## config.mk

```make
export PLATFORM = sky130hd
export DESIGN_NAME = seg7_scan_driver
export DESIGN_NICKNAME = d
export VERILOG_FILES = /design/src/rtl/seg7_pkg.sv /design/src/rtl/seg7_hex_decode.sv /design/src/rtl/seg7_scan_driver.sv
export SDC_FILE = /design/constraint.sdc
export NUM_CORES = 1
export LEC_CHECK = 0
export CAP_MARGIN = 20
export CORE_MARGIN = 2
export CORE_UTILIZATION = 25
export CTS_CLUSTER_SIZE = 30
export DETAILED_ROUTE_END_ITERATION = 6
export GPL_TIMING_DRIVEN = 1
export PLACE_DENSITY = 0.41
export SLEW_MARGIN = 10
export SYNTH_ARGS = -nofsm -noshare
export SYNTH_HDL_FRONTEND = slang
export SYNTH_SLANG_ARGS = --single-unit
```

## constraint.sdc

```tcl
create_clock -name clk -period 5.55 [get_ports clk]
set_input_delay 1.11 -clock clk [delete_from_list [all_inputs] [get_ports clk]]
set_output_delay 1.11 -clock clk [all_outputs]
set_load 0.03 [all_outputs]
```

## src/rtl/seg7_pkg.sv

```systemverilog
// seg7_pkg: segment bit positions and the hex-to-segment table shared by the display driver
package seg7_pkg;
  localparam int SEG_A  = 0;
  localparam int SEG_B  = 1;
  localparam int SEG_C  = 2;
  localparam int SEG_D  = 3;
  localparam int SEG_E  = 4;
  localparam int SEG_F  = 5;
  localparam int SEG_G  = 6;
  localparam int SEG_DP = 7;
  // Entry n occupies bits [7n+6:7n]; bit 0 = segment a ... bit 6 = segment g, 1 = lit.
  localparam logic [111:0] SEG7_TABLE = {
    7'h71, 7'h79, 7'h5E, 7'h39, 7'h7C, 7'h77, 7'h6F, 7'h7F,
    7'h07, 7'h7D, 7'h6D, 7'h66, 7'h4F, 7'h5B, 7'h06, 7'h3F
  };
  function automatic logic [6:0] seg7_hex(input logic [3:0] nib);
    return SEG7_TABLE[7*nib +: 7];
  endfunction
endpackage

```

## src/rtl/seg7_hex_decode.sv

```systemverilog
// seg7_hex_decode: combinational nibble to active-high a..g segment pattern
module seg7_hex_decode
  import seg7_pkg::*;
(
  input  logic [3:0] nib_i,
  output logic [6:0] seg_o
);
  assign seg_o = seg7_hex(nib_i);
endmodule

```

## src/rtl/seg7_scan_driver.sv

```systemverilog
// seg7_scan_driver: time-multiplexed N-digit hex display with frame-synchronous shadow commit
module seg7_scan_driver
  import seg7_pkg::*;
#(
  parameter int NUM_DIGITS     = 4,
  parameter int PRESCALE       = 50000,
  parameter int ACTIVE_LOW_SEG = 1,
  parameter int ACTIVE_LOW_AN  = 1,
  parameter int LZ_BLANK       = 0
) (
  input  logic                    clk,
  input  logic                    rst,
  input  logic                    enable,
  input  logic                    load,
  input  logic [4*NUM_DIGITS-1:0] value,
  input  logic [NUM_DIGITS-1:0]   dp_in,
  input  logic [NUM_DIGITS-1:0]   blank_in,
  output logic                    pending,
  output logic [7:0]              seg,
  output logic [NUM_DIGITS-1:0]   an,
  output logic                    frame_tick
);
  localparam int CW = PRESCALE > 1 ? $clog2(PRESCALE) : 1;
  localparam int IW = NUM_DIGITS > 1 ? $clog2(NUM_DIGITS) : 1;
  localparam logic [7:0] SEG_INV = ACTIVE_LOW_SEG != 0 ? 8'hFF : 8'h00;
  localparam logic [NUM_DIGITS-1:0] AN_INV = ACTIVE_LOW_AN != 0 ? '1 : '0;

  logic [CW-1:0]           cnt_q;
  logic [IW-1:0]           idx_q;
  logic                    frame_q;
  logic [4*NUM_DIGITS-1:0] sh_val_q, disp_val_q;
  logic [NUM_DIGITS-1:0]   sh_dp_q, sh_blank_q, disp_dp_q, disp_blank_q;
  logic                    pending_q;
  logic [7:0]              seg_q, seg_d;
  logic [NUM_DIGITS-1:0]   an_q, an_d, lz;
  logic                    slot_tick, last_digit, commit, cur_blank, all_zero;
  logic [3:0]              cur_nib;
  logic [6:0]              hex_seg;

  assign slot_tick  = enable && cnt_q == CW'(PRESCALE - 1);
  assign last_digit = idx_q == IW'(NUM_DIGITS - 1);
  assign commit     = slot_tick && last_digit && pending_q;
  assign cur_nib    = disp_val_q[4*idx_q +: 4];

  seg7_hex_decode u_dec (
    .nib_i (cur_nib),
    .seg_o (hex_seg)
  );

  // lz[i] is set when digit i and every digit above it are zero
  always_comb begin
    lz = '0;
    all_zero = 1'b1;
    for (int i = NUM_DIGITS - 1; i >= 0; i--) begin
      all_zero = all_zero && disp_val_q[4*i +: 4] == 4'h0;
      lz[i] = all_zero;
    end
  end

  // current digit's lit pattern in active-high form; dark when scanning is off
  always_comb begin
    cur_blank = disp_blank_q[idx_q] || (LZ_BLANK != 0 && idx_q != '0 && lz[idx_q]);
    seg_d = '0;
    seg_d[SEG_DP] = enable && disp_dp_q[idx_q];
    seg_d[SEG_G:SEG_A] = enable && !cur_blank ? hex_seg : 7'h00;
    an_d = enable ? NUM_DIGITS'(1) << idx_q : '0;
  end

  // prescaler, digit index and frame pulse; all hold while disabled
  always_ff @(posedge clk or posedge rst) begin
    if (rst) begin
      cnt_q   <= '0;
      idx_q   <= '0;
      frame_q <= 1'b0;
    end else begin
      cnt_q   <= slot_tick ? '0 : enable ? cnt_q + 1'b1 : cnt_q;
      idx_q   <= !slot_tick ? idx_q : last_digit ? '0 : idx_q + 1'b1;
      frame_q <= slot_tick && last_digit;
    end
  end

  // shadow capture on load, display commit only at the frame wrap
  always_ff @(posedge clk or posedge rst) begin
    if (rst) begin
      sh_val_q     <= '0;
      sh_dp_q      <= '0;
      sh_blank_q   <= '0;
      disp_val_q   <= '0;
      disp_dp_q    <= '0;
      disp_blank_q <= '0;
      pending_q    <= 1'b0;
    end else begin
      if (load) begin
        sh_val_q   <= value;
        sh_dp_q    <= dp_in;
        sh_blank_q <= blank_in;
      end
      if (commit) begin
        disp_val_q   <= sh_val_q;
        disp_dp_q    <= sh_dp_q;
        disp_blank_q <= sh_blank_q;
      end
      pending_q <= load || (pending_q && !commit);
    end
  end

  // output registers apply the pin polarity
  always_ff @(posedge clk or posedge rst) begin
    if (rst) begin
      seg_q <= SEG_INV;
      an_q  <= AN_INV;
    end else begin
      seg_q <= seg_d ^ SEG_INV;
      an_q  <= an_d ^ AN_INV;
    end
  end

  assign pending    = pending_q;
  assign seg        = seg_q;
  assign an         = an_q;
  assign frame_tick = frame_q;
endmodule

```

==> Flow_metrics.wiki <==
{| class="wikitable"
! Metric !! Value
|-
| Final number of hold-violating endpoints || 0
|-
| Number of max-cap violations || 0
|-
| Proportion of synthesized chip area in sequential cells || 0.549
|-
| Global placer's final weighted congestion || approximately 0.76
|-
| Minimum setup slack in the final design || 2.38 ns
|-
| Die Footprint || 15,700 sq um
|-
| Kind of end point of the critical path || flip-flop
|-
| Most used routing layer || met2
|-
| Routing usage on met3 || 0.0257
|-
| Share of synthesized cell area in and, or, nand and nor gates || 0.106
|-
| Highest clock rate || approximately 320 MHz
|-
| Slowest stage cell on the critical path || sky130_fd_sc_hd__clkdlybuf4s50_1
|-
| Data arrival, critical path || roughly 3.4 ns
|-
| Pins over their slew limit || 0
|-
| Commonest non-fill, non-tap cell in the layout || sky130_fd_sc_hd__dfrtp_1
|-
| CP cell instances || clkdlybuf4s50_1, nand4_4, and4b_1, and3_4, mux2_2
|-
| Final layout net count || 342
|-
| Worst hold slack || 0.471 ns
|-
| Fillers || 1,444
|-
| Worst Path Required || 5.77 ns
|-
| Relative contribution of combinational cells to total power || 0.075
|-
| Synthesized area || ~3700 sq um
|-
| Max Fanout on Critical Path || 24
|-
| CP max stage delay || a little over 0.8 ns
|-
| Switch Pwr || about 320 uW
|-
| Met2 GRT Util || 0.136
|-
| Largest net degree at the start of global routing || between 50 and 60
|-
| Maximum vdd ir drop || 0.000124 V
|-
| CTS clock-pin slew for the worst setup and hold paths || 0.05 ns
|-
| Adder-cell share of the synthesized area || 0.0375
|-
| Sequential cell fraction of total power || 0.459
|-
| First-pass GRT wire length || around 11,000 um
|-
| Via count of the first global-routing pass || 2,109
|-
| Fraction of power spent switching nets || 0.220
|-
| Endpoints failing setup || 0
|-
| Y dimension of the die || 125 um
|-
| Transition at the pin with the smallest max-transition slack || between 0.5 and 0.6 ns
|-
| Class of the most critical setup path || primary input to flip-flop
|-
| Tcrit/Tclk final || 0.571
|-
| Placement Rows || 44
|-
| Remaining global-route overflow || 0
|-
| Final Skew || 0.00460 ns
|-
| Initial cell density of the core || 0.255
|-
| Syn. warnings || 0
|-
| Portion of total power attributed to the clock network || 0.467
|-
| Fraction of registers with async set or reset after synthesis || 1.00
|-
| Number of input and output port buffers inserted || 41
|-
| Combinational family with the most area after synthesis || multiplexers
|-
| Cts-stage hold buffer count || 0
|-
| Number of top-level pins || 42
|-
| Antenna violations before repair || 0
|-
| Dpl hpwl || 4670 um
|-
| Synthesized flop and latch total || 80
|-
| Total negative slack || 0 ns
|-
| Root buffer cell || sky130_fd_sc_hd__clkbuf_16
|-
| RSZ-0062 raised after global routing || false
|-
| Clock sinks || 80
|-
| Internal power summed over all cells || 1.13 mW
|-
| Fraction of synthesized cell area in xor and xnor cells || 0.0286
|-
| Final wirelength || slightly below 7000 um
|-
| Max-slew headroom || 0.612
|-
| Net count after synthesis || between 200 and 300
|-
| Share of cell area taken by muxes after synthesis || 0.215
|-
| Count of H-tree levels built during CTS || 3
|-
| Post-Syn Area per Cell || 14.2 sq um
|-
| Clock latency on the worst-skew pair || 0.34 ns
|-
| Vias || 2,058
|-
| Placement-stage worst setup slack || 2.00 ns
|-
| Detailed-route vias per instance || 4.18
|-
| Top library cells by usage in the layout, fill and taps aside || sky130_fd_sc_hd__dfrtp_1, sky130_fd_sc_hd__clkdlybuf4s50_1, sky130_fd_sc_hd__mux2_2
|-
| Antenna viol nets, final || 0
|-
| Leakage || 1.99 nW
|-
| TritonCTS clock tree || built
|-
| Overall fraction of global-route tracks in use || 0.0942
|-
| Post-CTS setup buffer count || 0
|-
| Number of DRC violations after detailed routing || 0
|-
| Total of cells resized after clock tree synthesis || 0
|-
| Total clock buffers created by CTS || 9
|-
| Wire length per cell || 14.0 um
|-
| Core ar. || 14,400 sq um
|-
| Setup crit start kind || primary input
|-
| Synth Instances || 259
|-
| TritonRoute pass-1 iters || 4
|-
| Share of post-route cells with drive strength above 1 || 0.299
|-
| Period minus WS final || roughly 3.2 ns
|-
| Clk buf depth || 2
|-
| Diodes inserted || 0
|-
| Count of flip-flops with a built-in enable after synthesis || 0
|-
| Met1 Use GR || 0.126
|-
| Primary FF master, synth || sky130_fd_sc_hd__dfrtp_1
|-
| Compound-cell area share of the yosys netlist || 0.0290
|-
| Die X || 125 um
|-
| Type of the tightest min-delay check || flip-flop to flip-flop
|-
| Drt initial violations || 96
|-
| Area growth, synth to finish || 25.6%
|-
| Power per cell area || 313 nW/um^2
|-
| Run status || complete, no violations
|-
| Cell variety after synth || 44
|}
==> final timing paths <==
check	from	to	slack, ns	cells past startpoint
worst min register to register	cnt_q[15]	cnt_q[15]	0.47	1
min in group asynchronous	rst	cnt_q[7]	1.01	2
max in group asynchronous	rst	sh_val_q[13]	3.67	4
worst min-delay path	cnt_q[15]	cnt_q[15]	0.47	1
worst max-delay path	enable	disp_dp_q[2]	2.38	5
worst max register to register	idx_q[0]	seg[0]	3.34	5
==> registers in the layout, indices dropped and copies added (netlist names) <==
register and cells:
idx_q 2, disp_dp_q 4, sh_dp_q 4, sh_val_q 16, frame_tick 1, an 4
seg 8, disp_val_q 16, disp_blank_q 4, sh_blank_q 4, cnt_q 16, pending 1
==> power by group through the flow <==
stage / combinational, mW / sequential (mW) / clock (mW)
detailed placement: 0.108 / 0.674 / 0
CTS: 0.108 / 0.663 / 0.698
finish: 0.108 / 0.662 / 0.673
global placement: 0.106 / 0.674 / 0
floorplan: 0.0637 / 0.667 / 0
global route: 0.120 / 0.668 / 0.723
==> final cells by class <==
type                       count  area [sq um]  area share
inverter                       9          35.0     0.00759
timing repair buffer          44           460      0.0998
clock buffer                  14           284      0.0616
multi-input combinational    159          1530       0.331
sequential                    80          2020       0.437
clock inverter                 2          60.1      0.0130
tap                          184           230      0.0499
==> critical path: cells and delay by family <==
| kind | cells | cell delay [ns] |
|---|---|---|
| simple gates | 3 | 1.08 |
| buf+inv | 1 | 0.81 |
| mux | 1 | 0.39 |
==> layer usage <==
layer  wire length (um)  share of wire
met1               3460           0.50
met2               3000           0.43
met3                248          0.036
met4                194          0.028
met5                  0              0
==> synth_stat cells, drive strengths merged, types with 3 or more instances <==
cell	number	area share
o221ai	3	0.0072
nor3	4	0.0054
dfstp	12	0.086
xor2	5	0.012
inv	9	0.0092
mux2	49	0.17
o21ai	4	0.0054
nor2	8	0.0082
nand3	5	0.0068
dfrtp	68	0.46
and2b	3	0.0061
ha	11	0.037
buf	8	0.023
a21oi	3	0.0041
nand2	19	0.019
mux4	6	0.039
nor4	3	0.0051
and3	3	0.0065
nand4	5	0.013
xnor2	7	0.017
clkbuf	3	0.0031
nor2b	4	0.0068
==> through the flow <==
stage / power [mW] / area (sq um) / utilization / instances
final: 1.44 / 4610 / 0.320 / 492
after floorplan: 0.731 / 3670 / - / 259
after detailed placement: 0.781 / 4240 / 0.294 / 475
after global placement: 0.780 / 4230 / 0.293 / 474
after CTS: 1.47 / 4590 / 0.318 / 491
after global routing: 1.51 / 4610 / 0.320 / 492
==> cells by family after synthesis <==
| kind of cell | count (synthesis) |
|---|---|
| buffers and inverters | 20 |
| AOI/OAI and AO/OA | 16 |
| xor gates and xnor gates | 12 |
| adders and majority gates | 11 |
| DFF | 80 |
| and+or+nand+nor | 63 |
| muxes | 57 |
No activity file was read; power rests on OpenSTA's default activity.
